## config.mk

```make
export PLATFORM = sky130hd
export DESIGN_NAME = fetch_unit
export DESIGN_NICKNAME = d
export VERILOG_FILES = /design/src/rtl/fetch_pkg.sv /design/src/rtl/fetch_queue.sv /design/src/rtl/fetch_unit.sv
export SDC_FILE = /design/constraint.sdc
export NUM_CORES = 1
export LEC_CHECK = 0
export ABC_CLOCK_PERIOD_IN_PS = 3700
export CORE_MARGIN = 3
export CORE_UTILIZATION = 45
export CTS_CLUSTER_SIZE = 14
export DETAILED_ROUTE_END_ITERATION = 12
export HOLD_SLACK_MARGIN = 0.05
export PLACE_DENSITY = 0.63
export SLEW_MARGIN = 40
export SYNTH_ARGS = -nofsm -noshare
export SYNTH_HDL_FRONTEND = slang
export SYNTH_HIERARCHICAL = 1
export SYNTH_SLANG_ARGS = --single-unit
export TNS_END_PERCENT = 10
```

## constraint.sdc

```tcl
create_clock -name clk -period 3.7 [get_ports clk]
set_input_delay 1.11 -clock clk [delete_from_list [all_inputs] [get_ports clk]]
set_output_delay 1.11 -clock clk [all_outputs]
set_load 0.02 [all_outputs]
```

## src/rtl/fetch_pkg.sv

```systemverilog
// Shared types and constants for the instruction-fetch stage.
// Optional performance counters are enabled with FETCH_PERF_EN.
package fetch_pkg;

  typedef enum logic [1:0] {
    IDLE  = 2'd0,
    FETCH = 2'd1,
    DRAIN = 2'd2
  } fetch_state_e;

  localparam int PC_W_DEF    = 10;
  localparam int INSTR_W_DEF = 32;
  localparam int PERF_CNT_W  = 16;

  // Sticks at all-ones instead of wrapping
  function automatic logic [PERF_CNT_W-1:0] sat_add(input logic [PERF_CNT_W-1:0] a,
                                                    input logic [PERF_CNT_W-1:0] b);
    logic [PERF_CNT_W:0] sum;
    sum = {1'b0, a} + {1'b0, b};
    if (sum[PERF_CNT_W]) begin
      return {PERF_CNT_W{1'b1}};
    end else begin
      return sum[PERF_CNT_W-1:0];
    end
  endfunction

endpackage

```

## src/rtl/fetch_queue.sv

```systemverilog
// Synchronous FIFO with flush; head entry is read straight from storage (no bypass).
// A push into a full queue is accepted only when a pop frees a slot in the same cycle.
module fetch_queue
  import fetch_pkg::*;
#(
  parameter int WIDTH = 8,
  parameter int DEPTH = 4
) (
  input  logic                   clk,
  input  logic                   rst,
  input  logic                   i_push,
  input  logic                   i_pop,
  input  logic                   i_flush,
  input  logic [WIDTH-1:0]       i_data,
  output logic [WIDTH-1:0]       o_data,
  output logic [$clog2(DEPTH):0] o_count,
  output logic                   o_full,
  output logic                   o_empty
);

  localparam int AW = $clog2(DEPTH);

  logic [WIDTH-1:0] r_mem [DEPTH];
  logic [AW-1:0]    r_wr_ptr;
  logic [AW-1:0]    r_rd_ptr;
  logic [AW:0]      r_count;
  logic             w_push;
  logic             w_pop;

  assign o_empty = (r_count == {(AW+1){1'b0}});
  assign o_full  = (r_count == (AW+1)'(DEPTH));
  assign w_pop   = i_pop && !o_empty;
  assign w_push  = i_push && (!o_full || w_pop);
  assign o_data  = r_mem[r_rd_ptr];
  assign o_count = r_count;

  // Pointers, occupancy and storage
  always_ff @(posedge clk or negedge rst) begin
    if (!rst) begin
      r_wr_ptr <= {AW{1'b0}};
      r_rd_ptr <= {AW{1'b0}};
      r_count  <= {(AW+1){1'b0}};
      for (int i = 0; i < DEPTH; i++) begin
        r_mem[i] <= {WIDTH{1'b0}};
      end
    end else if (i_flush) begin
      r_wr_ptr <= {AW{1'b0}};
      r_rd_ptr <= {AW{1'b0}};
      r_count  <= {(AW+1){1'b0}};
    end else begin
      if (w_push) begin
        r_mem[r_wr_ptr] <= i_data;
        r_wr_ptr        <= r_wr_ptr + AW'(1);
      end
      if (w_pop) begin
        r_rd_ptr <= r_rd_ptr + AW'(1);
      end
      r_count <= r_count + (AW+1)'(w_push) - (AW+1)'(w_pop);
    end
  end

endmodule

```

## src/rtl/fetch_unit.sv

```systemverilog
// Instruction-fetch stage: credit-limited in-order requests, prefetch queue, redirect/flush.
// Defining FETCH_PERF_EN adds saturating perf_fetched / perf_flushed counters.
module fetch_unit
  import fetch_pkg::*;
#(
  parameter int              PC_W     = PC_W_DEF,
  parameter int              INSTR_W  = INSTR_W_DEF,
  parameter int              DEPTH    = 4,
  parameter int              PC_STEP  = 4,
  parameter logic [PC_W-1:0] RESET_PC = {PC_W{1'b0}}
) (
  input  logic               clk,
  input  logic               rst,
  input  logic               start,
  input  logic               halt,
  input  logic               redirect_valid,
  input  logic [PC_W-1:0]    redirect_pc,
  output logic               imem_req,
  output logic [PC_W-1:0]    imem_addr,
  input  logic               imem_gnt,
  input  logic               imem_rvalid,
  input  logic [INSTR_W-1:0] imem_rdata,
  output logic               out_valid,
  input  logic               out_ready,
  output logic [INSTR_W-1:0] out_instr,
  output logic [PC_W-1:0]    out_pc,
  output logic               done
`ifdef FETCH_PERF_EN
  ,
  output logic [PERF_CNT_W-1:0] perf_fetched,
  output logic [PERF_CNT_W-1:0] perf_flushed
`endif
);

  localparam int CW = $clog2(DEPTH) + 1;

  fetch_state_e          r_state;
  logic [PC_W-1:0]       r_pc;
  logic [CW-1:0]         r_discard;
  logic                  r_done;

  logic                  w_redir;
  logic                  w_issue;
  logic                  w_drop;
  logic                  w_push;
  logic                  w_pop;
  logic                  w_credit;
  logic [PC_W-1:0]       w_pc_next;
  logic [CW-1:0]         w_q_count;
  logic                  w_q_full;
  logic                  w_q_empty;
  logic [INSTR_W+PC_W-1:0] w_q_data;
  logic [CW-1:0]         w_inflight;
  logic                  w_sh_full;
  logic                  w_sh_empty;
  logic [PC_W-1:0]       w_sh_pc;

  assign w_redir   = redirect_valid && (r_state != IDLE);
  assign w_pc_next = r_pc + PC_W'(PC_STEP);
  assign w_credit  = ({1'b0, w_q_count} + {1'b0, w_inflight}) < (CW+1)'(DEPTH);
  assign imem_req  = (r_state == FETCH) && !redirect_valid && w_credit && !w_sh_full && !w_q_full;
  assign imem_addr = r_pc;
  assign w_issue   = imem_req && imem_gnt;
  // Any response arriving during a redirect or while stale responses are owed is thrown away
  assign w_drop    = imem_rvalid && (w_redir || (r_discard != {CW{1'b0}}));
  assign w_push    = imem_rvalid && !w_drop;
  assign w_pop     = out_valid && out_ready && !w_redir;

  assign out_valid            = !w_q_empty;
  assign {out_instr, out_pc}  = w_q_data;
  assign done                 = r_done;

  fetch_queue #(
    .WIDTH (INSTR_W + PC_W),
    .DEPTH (DEPTH)
  ) u_queue (
    .clk     (clk),
    .rst     (rst),
    .i_push  (w_push),
    .i_pop   (w_pop),
    .i_flush (w_redir),
    .i_data  ({imem_rdata, w_sh_pc}),
    .o_data  (w_q_data),
    .o_count (w_q_count),
    .o_full  (w_q_full),
    .o_empty (w_q_empty)
  );

  // Shadow of issued addresses (+PC_STEP); its occupancy is the in-flight count.
  // Never flushed: stale responses still have to retire their entries.
  fetch_queue #(
    .WIDTH (PC_W),
    .DEPTH (DEPTH)
  ) u_shadow (
    .clk     (clk),
    .rst     (rst),
    .i_push  (w_issue),
    .i_pop   (imem_rvalid),
    .i_flush (1'b0),
    .i_data  (w_pc_next),
    .o_data  (w_sh_pc),
    .o_count (w_inflight),
    .o_full  (w_sh_full),
    .o_empty (w_sh_empty)
  );

  // Lifecycle FSM with registered done pulse
  always_ff @(posedge clk or negedge rst) begin
    if (!rst) begin
      r_state <= IDLE;
      r_done  <= 1'b0;
    end else begin
      r_done <= 1'b0;
      case (r_state)
        IDLE: begin
          if (halt) begin
            r_state <= IDLE;
          end else if (start) begin
            r_state <= FETCH;
          end else begin
            r_state <= IDLE;
          end
        end
        FETCH: begin
          if (halt) begin
            r_state <= DRAIN;
          end else begin
            r_state <= FETCH;
          end
        end
        DRAIN: begin
          if (w_sh_empty && w_q_empty) begin
            r_state <= IDLE;
            r_done  <= 1'b1;
          end else begin
            r_state <= DRAIN;
          end
        end
        default: begin
          r_state <= IDLE;
        end
      endcase
    end
  end

  // Program counter and stale-response discard counter
  always_ff @(posedge clk or negedge rst) begin
    if (!rst) begin
      r_pc      <= RESET_PC;
      r_discard <= {CW{1'b0}};
    end else begin
      if (w_redir) begin
        r_pc <= redirect_pc;
      end else if (w_issue) begin
        r_pc <= w_pc_next;
      end
      if (w_redir) begin
        r_discard <= (imem_rvalid && !w_sh_empty) ? (w_inflight - CW'(1)) : w_inflight;
      end else if (imem_rvalid && (r_discard != {CW{1'b0}})) begin
        r_discard <= r_discard - CW'(1);
      end
    end
  end

`ifdef FETCH_PERF_EN
  logic [PERF_CNT_W-1:0] r_perf_fetched;
  logic [PERF_CNT_W-1:0] r_perf_flushed;
  logic [PERF_CNT_W-1:0] w_flush_amt;

  assign w_flush_amt = (w_redir ? PERF_CNT_W'(w_q_count) : {PERF_CNT_W{1'b0}})
                     + PERF_CNT_W'(w_drop);
  assign perf_fetched = r_perf_fetched;
  assign perf_flushed = r_perf_flushed;

  // Saturating fetch/flush event counters
  always_ff @(posedge clk or negedge rst) begin
    if (!rst) begin
      r_perf_fetched <= {PERF_CNT_W{1'b0}};
      r_perf_flushed <= {PERF_CNT_W{1'b0}};
    end else begin
      r_perf_fetched <= sat_add(r_perf_fetched, PERF_CNT_W'(w_push));
      r_perf_flushed <= sat_add(r_perf_flushed, w_flush_amt);
    end
  end
`endif

endmodule

```

# After elaboration in Yosys (flattened, before gate mapping)
# Index checks and enable logic that the tools add are counted.
# classes
n_lt_le_gt_ge,7
reduce_logical,38
add_sub_neg,12
n_eq_ne,4
n_mux,29
bitwise_logic,5
# op_table
op,count
$bwmux 168,1
$mux 42,3
$bmux 42 s2,1
$demux 42 s2,1
$mux 10,5
$bwmux 40,1
$bmux 10 s2,1
$demux 10 s2,1
$logic_and 1x1->1,18
$ge 3x3->1 const B,4
$mux 2,6
$mux 3,4
$not 2->3,4
$add 10x3->10 const B,1
$reduce_bool 2->1,5
$add 2x1->2 const B,4
$logic_not 1->1,7
$add 3x1->3,2
$eq 3x3->1 const B,2
$logic_not 3->1,2
$lt 3x1->1 const B,2
$pmux 2 s3,1
$sub 3x1->3,2
$sub 3x1->3 const B,2
other kinds (10),15
# word_totals
regBits,238
in_bits,50

# Logic depth before layout (Yosys ltp)
# Gate-level depths: netlist (run 1).
# depth
word_depth,10
depth_mapped,13

# Cells and area by module
# Netlist (run 1), hierarchy kept.
# by_module_without_submodules
module,area_each_um2,cells_per_inst,n_inst,seq_area_each_um2
fetch_queue at u_queue,8204.1,456,1,4379.2
fetch_queue at u_shadow,2204.6,144,1,1176.1
fetch_unit,1103.6,120,1,400.4

# Worst setup path before layout (run 1)
# Ideal clock, no wire load.
# synth_timing
path_type,input port to flip-flop
start,input redirect_valid
end,register u_queue.r_count[2] (netlist: u_queue/o_count[2])
path_slack_ns,0.466
n_path_buf,1
required_time_ns,3.614
arrival_time_ns,3.148
stages,13
path_cell_list,o21ai_2 -> clkbuf_1 -> and3_1 -> o31ai_1 -> inv_1 -> ha_1 -> inv_1 -> ha_1 -> inv_1 -> fa_1 -> xor2_1 -> and2_1 -> nor3_1
# synth_between
elab_chain_len,9
word_cells_on_any_way,13
cone_classes,add/sub (2); mux (1); reduce/logical (10)
# synth_rtl
element,line_no,rtl
start: declaration,fetch_unit.sv:16,"input logic redirect_valid,"
$logic_and 1x1->1 (*),fetch_unit.sv:58,assign w_redir = redirect_valid && (r_state != IDLE);
$logic_not 1->1 (*),fetch_unit.sv:67,assign w_pop = out_valid && out_ready && !w_redir;
$logic_and 1x1->1 (*),fetch_unit.sv:67,
via w_pop,fetch_unit.sv:46,logic w_pop;
$logic_and 1x1->1 (*),fetch_queue.sv:32,assign w_pop = i_pop && !o_empty;
$logic_or 1x1->1,fetch_queue.sv:33,assign w_push = i_push && (!o_full || w_pop);
$logic_and 1x1->1,fetch_queue.sv:33,
$add 3x1->3,fetch_queue.sv:58,r_count <= r_count + (AW+1)'(w_push) - (AW+1)'(w_pop);
$sub 3x1->3 (*),fetch_queue.sv:58,
$mux 3 (*),fetch_queue.sv:46,end else if (i_flush) begin
end signal: assignment,fetch_queue.sv:42,r_count <= {(AW+1){1'b0}};
end signal: assignment,fetch_queue.sv:49,r_count <= {(AW+1){1'b0}};
end signal: assignment,fetch_queue.sv:58,
end: declaration,fetch_queue.sv:26,logic [AW:0] r_count;
# The timed path passes the listed nets; every way through them passes the cells marked *.
# A chain may end at the register's enable or synchronous reset.

# Worst setup path in the final report (run 1)
# layout_timing
start,register u_queue.r_rd_ptr[1]
end,output out_instr[1]
# layout_between
elab_chain_len,4
# layout_rtl
element,line_no,rtl
start: declaration,fetch_queue.sv:25,logic [AW-1:0] r_rd_ptr;
start signal: assignment,fetch_queue.sv:41,r_rd_ptr <= {AW{1'b0}};
start signal: assignment,fetch_queue.sv:48,r_rd_ptr <= {AW{1'b0}};
start signal: assignment,fetch_queue.sv:56,r_rd_ptr <= r_rd_ptr + AW'(1);
$not 2->3 (implied by the code),fetch_queue.sv:34,assign o_data = r_mem[r_rd_ptr];
$bmux 42 s2,fetch_queue.sv:34,
$mux 42 (implied by the code) (2 in a row),fetch_queue.sv:34,
end: declaration,fetch_unit.sv:25,"output logic [INSTR_W-1:0] out_instr,"
# No other way between the ends. The select of a mux whose other input is x is not followed.

==> impl_metrics.env, run 1 <==
export IMPL_synth_fa_ha_area_share_pct=2.304
export IMPL_cp_start_kind="register"
export IMPL_clk_pin_slew_ns=0.06
export IMPL_h_tree_depth=1
export IMPL_core_mm2=0.02475
export IMPL_wl_per_cell_um=20.47
export IMPL_cp_slowest_cell="dfrtp_2"
export IMPL_synth_simple_area_share_pct=5.510
export IMPL_die_w_um=165.9
export IMPL_grt_pass1_vias=7315
export IMPL_antenna_found_initial=0
export IMPL_drtIter0Drc=293
export IMPL_drtPass1Iterations=4
export IMPL_grt_pass1_wl_um=40420
export IMPL_drv_cap=0
export IMPL_synth_cells=720
export IMPL_synth_compound_area_share_pct=1.554
export IMPL_n_fill_cell=1906
export IMPL_worstPathArrival_ns=2.41
export IMPL_numCtsBuffers=27
export IMPL_routed_wl_um=24400
export IMPL_gp_congestion=0.7920
export IMPL_yosysWarnings=6
export IMPL_cts_sinks=238
export IMPL_fin_crit_sh_pct=95.08
export IMPL_dieArea_mm2=0.02754
export IMPL_muxShareOfSynthArea_pct=34.80
export IMPL_num_antenna_cells=0
export IMPL_via_per_inst=5.444
export IMPL_synthToLayoutAreaGrowth_pct=22.15
export IMPL_crit_required_ns=2.59
export IMPL_end_kind="primary output"
export IMPL_fmax_mhz=284.3
export IMPL_worstSkewPairLatency_ns=0.53
export IMPL_max_slew_margin_rel_pct=49.07
export IMPL_crit_start="u_queue/r_rd_ptr[1]"
export IMPL_synthFlopType="dfrtp_1"
export IMPL_grt_overflow=0
export IMPL_grtUsageTotal_pct=17.76
export IMPL_syn_cell_area_mm2=0.01151
export IMPL_hold_buffers=0
export IMPL_hold_viol_final=0
export IMPL_slowest_delay_ns=0.62
export IMPL_setup_ws_ns=0.1820
export IMPL_synth_edf_count=0
export IMPL_io_pins=105
export IMPL_cts_root_buf="clkbuf_16"
export IMPL_drive_above_1_share_pct=41.01
export IMPL_synth_xor_area_share_pct=0.9129
export IMPL_stdcell_count=1192
export IMPL_r2r_start="u_queue/o_count[1]"
export IMPL_worstPathMaxFanout=14
export IMPL_setup_viol=0
export IMPL_grt_max_degree=102
export IMPL_drc=0
export IMPL_critPathTopFamily="buffers and inverters"
export IMPL_syn_avg_cell_area_um2=15.99
export IMPL_final_min_clock_period_ns=3.518
export IMPL_portBuffers=104
export IMPL_finalMaxSlewViolations=0
export IMPL_status="finished clean"
export IMPL_crit_chain="buf_4 > mux4_2 > clkdlybuf4s50_1"
export IMPL_worst_slew_pin_slew_ns=0.7640
export IMPL_fin_skew_ns=0.01927
export IMPL_initial_utilization_pct=46.52
export IMPL_cellPowerDensity_mw_per_mm2=773.3
export IMPL_whs_ns=0.4176
export IMPL_path_class="register to primary output"
export IMPL_cts_tree="built"
export IMPL_p_leak_nw=6.346
export IMPL_path_buf_inv=2
export IMPL_dp_hpwl_um=15680
export IMPL_ys_seq_elements=238
export IMPL_pre_cts_slack_ns=-0.1790
export IMPL_synth_cell_types=52
export IMPL_cts_buffer_depth=3
export IMPL_ant_nets=0
export IMPL_synthArstFlopShare_pct=100.0
export IMPL_hp_class="input port to asynchronous set/reset pin"
export IMPL_die_h_um=165.9
export IMPL_core_rowCount=57
export IMPL_vias=6489
export IMPL_yosysSeqAreaShare_pct=51.73
export IMPL_synth_top_family_by_area="multiplexers"
export IMPL_nets=919
export IMPL_dp_cells=1141
export IMPL_ir_drop_uv=415.2
export IMPL_rsz0062_at_grt="no"
[per-layer routing]
| metal | track usage [%] | wire, µm | vias to the layer above |
|---|---|---|---|
| li1 | - | - | 2898 |
| met1 | 24.93 | 11270 | 3425 |
| met2 | 29.70 | 11810 | 136 |
| met3 | 2.952 | 938 | 30 |
| met4 | 3.327 | 393 | 0 |
| met5 | 0 | 0 | - |
[sequential cells by signal, indices dropped and copies added, names as in the netlist]
name               count
done                   1
imem_addr             10
r_discard              3
r_state                2
u_queue/o_count        3
u_queue/r_mem        168
u_queue/r_rd_ptr       2
u_queue/r_wr_ptr       2
u_shadow/o_count       3
u_shadow/r_mem        40
u_shadow/r_rd_ptr      2
u_shadow/r_wr_ptr      2
[metrics by stage]
stage	total power, mW	cell area [µm²]	setup TNS [ns]	utilization, %
2_1_floorplan	6.575	11520	0	-
3_3_place_gp	7.925	13080	-0.02657	52.83
3_5_place_dp	8.110	13080	-0.2652	52.83
5_1_grt	11.46	14060	0	56.82
4_1_cts	11.01	14030	0	56.71
6_report	10.87	14060	0	56.82
[logic make-up (layout without fill, tap and decap cells)]
logic type	after synthesis	after routing
fa+ha+maj	20	20
buf+inv	63	208
other cells	1	4
simple gates	97	97
flops	238	238
mux	264	264
compound gates	25	25
xor+xnor	12	12
[placed cells by master (no fill, tap or decap), types with 13 or more instances in the layout]
cell type,Yosys,final
dfrtp_1,238,236
mux2_4,120,120
clkdlybuf4s50_1,0,102
mux2_2,90,90
mux4_2,52,52
clkbuf_16,0,27
buf_4,2,27
inv_1,20,20
nand2_1,18,18
ha_1,18,18
nor2_1,13,13
[report_power, final]
part | switching [mW] | internal [mW]
clock | 1.06 | 1.76
combinational | 1.77 | 2.37
sequential | 0.603 | 3.31
total | 3.44 | 7.44
[what timing repair did]
item | CTS | global route
setup buffers | 2 | 0
endpoints found under the setup margin | 27 | 0
endpoints found under the hold margin | 0 | 0
resized for setup | 1 | 0
[cells in the mapped netlist, types with 3 or more instances]
library cell	instances	area share (%)
nor2b_1	5	0.27
ha_1	18	2.0
nand2b_1	6	0.33
mux2_2	90	8.8
dfrtp_1	238	52
nor3_1	10	0.43
nand3b_1	3	0.20
o21ai_0	5	0.22
inv_1	20	0.65
clkbuf_1	9	0.29
and2_1	3	0.16
or3_1	3	0.16
a21oi_1	4	0.17
buf_6	13	1.3
xor2_1	8	0.61
nor2_1	13	0.42
buf_2	17	0.74
nor4bb_1	6	0.52
mux2_4	120	16
nor4b_4	3	0.62
and3_1	3	0.16
nand3_1	10	0.43
nand2_1	18	0.59
mux4_2	52	10
xnor2_1	4	0.30
nor3b_1	6	0.39
[worst paths after layout]
check | end | slack (ns) | cells past startpoint
max reg2reg | u_queue/o_count[2] | 0.64 | 11
max in group asynchronous | u_queue/r_mem[67] | 2.27 | 3
max | out_instr[1] | 0.18 | 3
min reg2reg | u_queue/r_mem[77] | 0.50 | 1
min | u_queue/r_mem[163] | 0.42 | 1
min in group clk | u_queue/r_mem[77] | 0.50 | 1
[final cells by class]
type	instances	area (µm²)	share of cell area, %
Inverter	21	78.83	0.5605
Clock buffer	39	790.8	5.623
Clock inverter	9	155.1	1.103
Timing Repair Buffer	139	1415	10.06
Sequential cell	238	5961	42.39
Multi-Input combinational cell	422	5256	37.38
Tap cell	324	405.4	2.883
(Power assumes the default switching activity.)
==> inputs of run 2 (changes only) <==
--- a/config.mk
+++ b/config.mk
@@ -11,7 +11,9 @@
 export CTS_CLUSTER_SIZE = 14
 export DETAILED_ROUTE_END_ITERATION = 12
 export HOLD_SLACK_MARGIN = 0.05
+export MAX_ROUTING_LAYER = met4
 export PLACE_DENSITY = 0.63
+export SKIP_CTS_REPAIR_TIMING = 1
 export SLEW_MARGIN = 40
 export SYNTH_ARGS = -nofsm -noshare
 export SYNTH_HDL_FRONTEND = slang
==> run 2 against run 1 <==
  * Wire length barely moved
  * Count of clock-buffer cells in the layout did not move
  * Clock power barely moved
  * Utilization rose by 0.17 points
  * Final area rose by 0.29%
  * Sequential cell count did not move
  * Via count barely moved
  * Critical path type unchanged
  * Critical endpoint is now out_instr[31]
  * Highest routed layer unchanged
==> impl_metrics.env, run 2 (synthesized netlist as in run 1, its figures left out) <==
export IMPL_drtIter0Drc=297
export IMPL_cts_sinks=238
export IMPL_max_slew_margin_rel_pct=49.32
export IMPL_rsz0062_at_grt="no"
export IMPL_drv_cap=0
export IMPL_largest_register="u_queue/r_mem"
export IMPL_ant_nets=0
export IMPL_ir_drop_uv=415.7
export IMPL_clk_pin_slew_ns=0.06
export IMPL_share_clk_of_total_power_pct=25.8
export IMPL_status="finished clean"
export IMPL_cts_buffer_depth=3
export IMPL_internal_power_mw=7.467
export IMPL_routed_wl_um=24430
export IMPL_io_pins=105
export IMPL_worstPathArrival_ns=2.45
export IMPL_end_kind="primary output"
export IMPL_largest_reg_flops=168
export IMPL_final_min_clock_period_ns=3.561
export IMPL_cts_root_buf="clkbuf_16"
export IMPL_grt_pass1_vias=7303
export IMPL_grt_pass1_wl_um=40370
export IMPL_setup_tns_ns=0
export IMPL_fin_skew_ns=0.01927
export IMPL_final_common_cell="dfrtp_1"
export IMPL_drtPass1Iterations=4
export IMPL_via_per_inst=5.425
export IMPL_cellPowerDensity_mw_per_mm2=773.3
export IMPL_antenna_found_initial=0
export IMPL_gp_congestion=0.8033
export IMPL_hold_viol_final=0
export IMPL_core_rowCount=57
export IMPL_place_area_mm2=0.01308
export IMPL_die_h_um=165.9
export IMPL_p_seq_share_pct=36.0
export IMPL_grt_overflow=0
export IMPL_portBuffers=104
export IMPL_initial_utilization_pct=46.52
export IMPL_worst_slew_pin_slew_ns=0.7602
export IMPL_cp_start_kind="register"
export IMPL_synthToLayoutAreaGrowth_pct=22.51
export IMPL_fmax_mhz=280.8
export IMPL_core_mm2=0.02475
export IMPL_p_sw_mw=3.439
export IMPL_combPwrFrac_pct=38.2
export IMPL_stdcell_area_mm2=0.01410
export IMPL_pre_cts_slack_ns=-0.1790
export IMPL_hp_class="input port to asynchronous set/reset pin"
export IMPL_grtUsageTotal_pct=18.29
export IMPL_grt_max_degree=102
export IMPL_worstSkewPairLatency_ns=0.53
export IMPL_wl_per_cell_um=20.41
export IMPL_vias=6494
export IMPL_fin_crit_sh_pct=96.25
export IMPL_ff2ff_path_depth=11
export IMPL_setup_viol=0
export IMPL_dp_hpwl_um=15680
export IMPL_cts_tree="built"
export IMPL_drc=0
export IMPL_nets=924
export IMPL_crit_required_ns=2.59
export IMPL_setup_ws_ns=0.1388
export IMPL_swShare_pct=31.53
export IMPL_p_leak_nw=6.384
export IMPL_dieArea_mm2=0.02754
export IMPL_path_class="register to primary output"
export IMPL_layout_common_cells="dfrtp_1, mux2_4, clkdlybuf4s50_1, mux2_2, mux4_2"
export IMPL_h_tree_depth=1
export IMPL_finalPower_mw=10.91
export IMPL_finalMaxSlewViolations=0
export IMPL_drive_above_1_share_pct=41.35
export IMPL_num_antenna_cells=0
export IMPL_worstPathMaxFanout=23
export IMPL_die_w_um=165.9
export IMPL_post_route_util_pct=56.99
export IMPL_numCtsBuffers=27
## run 2: cell types whose count changed in the layout (fill, tap and decap cells not counted)
cell	change
dlymetal6s2s_1	+1
buf_4	+5
dlygate4sd2_1	-1
## run 2: path summary, 6_finish.rpt
path | slack, ns | from | endpoint
setup / recovery | 0.14 | u_queue/r_rd_ptr[0] | out_instr[31]
hold / removal | 0.41 | rst | u_queue/r_mem[163]
setup reg to reg | 0.65 | u_queue/o_count[1] | u_queue/o_count[2]
hold reg to reg | 0.50 | u_queue/r_mem[77] | u_queue/r_mem[77]
max in group asynchronous | 2.28 | rst | u_queue/r_mem[83]
min in group clk | 0.50 | u_queue/r_mem[77] | u_queue/r_mem[77]
## run 2: worst max-delay path, stage by stage, from the launching register on
cell and delay [ns]:
dfrtp_4 0.52, buf_12 0.25, mux4_2 0.55, clkdlybuf4s50_1 0.60
## run 2: cell type report
type | instances | area (µm²)
fillers | 1902 | 10640
clock inverters | 9 | 155.1
flip-flops and latches | 238 | 5961
clock buffers | 39 | 790.8
multi-input cells | 422 | 5256
inverters | 21 | 78.83
well taps | 324 | 405.4
repair buffers | 144 | 1456
## run 2: power groups by stage
stage | combinational (mW) | clock, mW | sequential, mW
finish | 4.17 | 2.81 | 3.92
global route | 4.47 | 3.00 | 4.03
CTS | 4.15 | 2.89 | 3.95
detailed placement | 4.13 | 0 | 3.98
global placement | 4.01 | 0 | 3.92
floorplan | 2.84 | 0 | 3.74
## run 2: metal layers
metal | GRT usage [%] | vias to the layer above | wire (µm) | share of wire, %
li1 | - | 2905 | - | -
met1 | 25.20 | 3429 | 11340 | 46
met2 | 29.49 | 128 | 11790 | 48
met3 | 2.761 | 32 | 898 | 3.7
met4 | 3.363 | 0 | 388 | 1.6
met5 | - | - | 0 | 0
## run 2: per-stage QoR
step / instances / hold slack (ns)
after floorplan: 723 / 0.4752
after global placement: 1141 / 0.4827
after detailed placement: 1141 / 0.4913
after CTS: 1189 / 0.5052
after global routing: 1197 / 0.4041
final: 1197 / 0.4136
==> inputs of run 3 (changes only) <==
--- a/config.mk
+++ b/config.mk
@@ -12,9 +12,8 @@
 export DETAILED_ROUTE_END_ITERATION = 12
 export HOLD_SLACK_MARGIN = 0.05
 export MAX_ROUTING_LAYER = met4
-export PLACE_DENSITY = 0.63
 export SKIP_CTS_REPAIR_TIMING = 1
-export SLEW_MARGIN = 40
+export SLEW_MARGIN = 10
 export SYNTH_ARGS = -nofsm -noshare
 export SYNTH_HDL_FRONTEND = slang
 export SYNTH_HIERARCHICAL = 1
==> run 3 against run 2 <==
  * Die area unchanged
  * Critical path depth unchanged
  * Sequential power about the same
  * Worst hold slack better by 0.087 ns
  * Critical path type unchanged
  * Clock power down 13%
  * Utilization down 0.56 points
  * Global-route usage about the same
  * Non-clock buffer count down 10
  * Final cell count down 1.2%
  * Fmax down 0.65%
  * Power down 3.7%
==> impl_metrics.env, run 3 (synthesized netlist as in run 1, its figures left out) <==
export IMPL_rsz0062_at_grt="no"
export IMPL_cp_slowest_cell="dfrtp_4"
export IMPL_largest_reg_flops=168
export IMPL_synthToLayoutAreaGrowth_pct=21.30
export IMPL_grt_pass1_vias=7234
export IMPL_num_antenna_cells=0
export IMPL_ir_drop_uv=468.7
export IMPL_dp_cells=1139
export IMPL_gp_congestion=0.7553
export IMPL_finalMaxSlewViolations=0
export IMPL_ant_nets=0
export IMPL_grt_overflow=0
export IMPL_wl_per_cell_um=20.52
export IMPL_end_kind="primary output"
export IMPL_die_w_um=165.9
export IMPL_fin_crit_sh_pct=96.87
export IMPL_hp_class="register to register"
export IMPL_drive_above_1_share_pct=40.51
export IMPL_drv_cap=0
export IMPL_worstSkewPairLatency_ns=0.51
export IMPL_cts_buffer_depth=3
export IMPL_final_common_cell="dfrtp_1"
export IMPL_io_pins=105
export IMPL_initial_utilization_pct=46.52
export IMPL_crit_required_ns=2.59
export IMPL_crit_chain="buf_12 > mux4_2 > clkdlybuf4s50_1"
export IMPL_antenna_found_initial=0
export IMPL_hold_viol_final=0
export IMPL_worstPathMaxFanout=20
export IMPL_setup_viol=0
export IMPL_nets=913
export IMPL_max_slew_margin_rel_pct=48.51
export IMPL_cellPowerDensity_mw_per_mm2=752.5
export IMPL_drtPass1Iterations=4
export IMPL_clk_pin_slew_ns=0.06
export IMPL_pre_cts_slack_ns=-0.1259
export IMPL_portBuffers=104
export IMPL_cts_tree="built"
export IMPL_slowest_delay_ns=0.60
export IMPL_drtIter0Drc=357
export IMPL_fmax_mhz=279.0
export IMPL_cts_sinks=238
export IMPL_worstPathArrival_ns=2.47
export IMPL_h_tree_depth=1
export IMPL_core_mm2=0.02475
export IMPL_dieArea_mm2=0.02754
export IMPL_routed_wl_um=24270
export IMPL_layout_common_cells="dfrtp_1, mux2_4, clkdlybuf4s50_1, mux2_2, mux4_2"
export IMPL_largest_register="u_queue/r_mem"
export IMPL_cp_start_kind="register"
export IMPL_final_min_clock_period_ns=3.584
export IMPL_numCtsBuffers=26
export IMPL_drc=0
export IMPL_grt_pass1_wl_um=40290
export IMPL_grt_max_degree=97
export IMPL_multi_input_area_mm2=0.005256
export IMPL_core_rowCount=57
export IMPL_status="finished clean"
export IMPL_path_class="register to primary output"
export IMPL_vias=6541
export IMPL_cts_root_buf="clkbuf_16"
export IMPL_dp_hpwl_um=15940
export IMPL_via_per_inst=5.529
export IMPL_worst_slew_pin_slew_ns=0.7723
export IMPL_n_fill_cell=1910
export IMPL_setup_ws_ns=0.1157
export IMPL_fin_skew_ns=0.007913
export IMPL_stdcell_count=1183
export IMPL_p_leak_nw=6.404
export IMPL_regArea_mm2=0.005961
export IMPL_grtUsageTotal_pct=18.28
export IMPL_die_h_um=165.9
export IMPL_setup_tns_ns=0
-- run 3: cell count changes in the layout (fill, tap and decap cells not counted) --
cell and delta:
buf_12 +5, buf_16 -1, buf_4 -14, bufinv_16 -4, clkbuf_1 -1, clkdlybuf4s50_1 -8, clkinv_2 +3, clkinv_4 -1
dlymetal6s2s_1 +8, inv_6 -1
-- run 3: through the flow --
stage | util [%] | area, µm² | hold slack (ns) | total power [mW]
floorplan | - | 11520 | 0.4752 | 6.575
global placement | 53.03 | 13120 | 0.4832 | 7.970
detailed placement | 53.03 | 13120 | 0.4904 | 8.147
CTS | 56.34 | 13940 | 0.5036 | 10.66
global route | 56.43 | 13960 | 0.5109 | 11.10
finish | 56.43 | 13960 | 0.5006 | 10.51
-- run 3: metal layers --
| layer | global-route usage [%] | part of all wire (%) | wire (µm) | vias up |
|---|---|---|---|---|
| met5 | - | 0 | 0 | - |
| met4 | 3.472 | 1.6 | 395 | 0 |
| met3 | 2.547 | 3.8 | 916 | 29 |
| met2 | 29.99 | 50 | 12070 | 136 |
| met1 | 24.82 | 45 | 10900 | 3492 |
| li1 | - | - | - | 2884 |
-- run 3: area by class of cell --
cell class / instances / area share (%)
Inverter: 21 / 0.5645
Tap cell: 324 / 2.903
Multi-Input combinational cell: 422 / 37.64
Clock buffer: 38 / 5.636
Sequential cell: 238 / 42.68
Clock inverter: 6 / 0.2330
Timing Repair Buffer: 134 / 10.34
-- run 3: where the power goes --
group	switching, mW	internal [mW]	total, mW
Clock	0.985	1.46	2.44
Combinational	1.75	2.37	4.12
Sequential	0.630	3.31	3.94
Total	3.36	7.14	10.5
-- run 3: final timing paths --
kind                                           from                  to  slack, ns  cells past startpoint
worst max-delay path            u_queue/r_rd_ptr[0]       out_instr[24]       0.12                      3
worst min-delay path              u_queue/r_mem[61]   u_queue/r_mem[61]       0.50                      1
worst max register to register   u_queue/o_count[1]  u_queue/o_count[2]       0.66                     11
worst min register to register    u_queue/r_mem[61]   u_queue/r_mem[61]       0.50                      1
max in group asynchronous                       rst  u_queue/r_mem[128]       2.26                      2
min in group asynchronous                       rst  u_queue/r_mem[123]       0.63                      1
-- run 3: critical path, delay by kind of cell, from the launching register on --
kind	cells	cell delay, ns
flip-flops	1	0.60
buffers and inverters	2	0.81
multiplexers	1	0.54
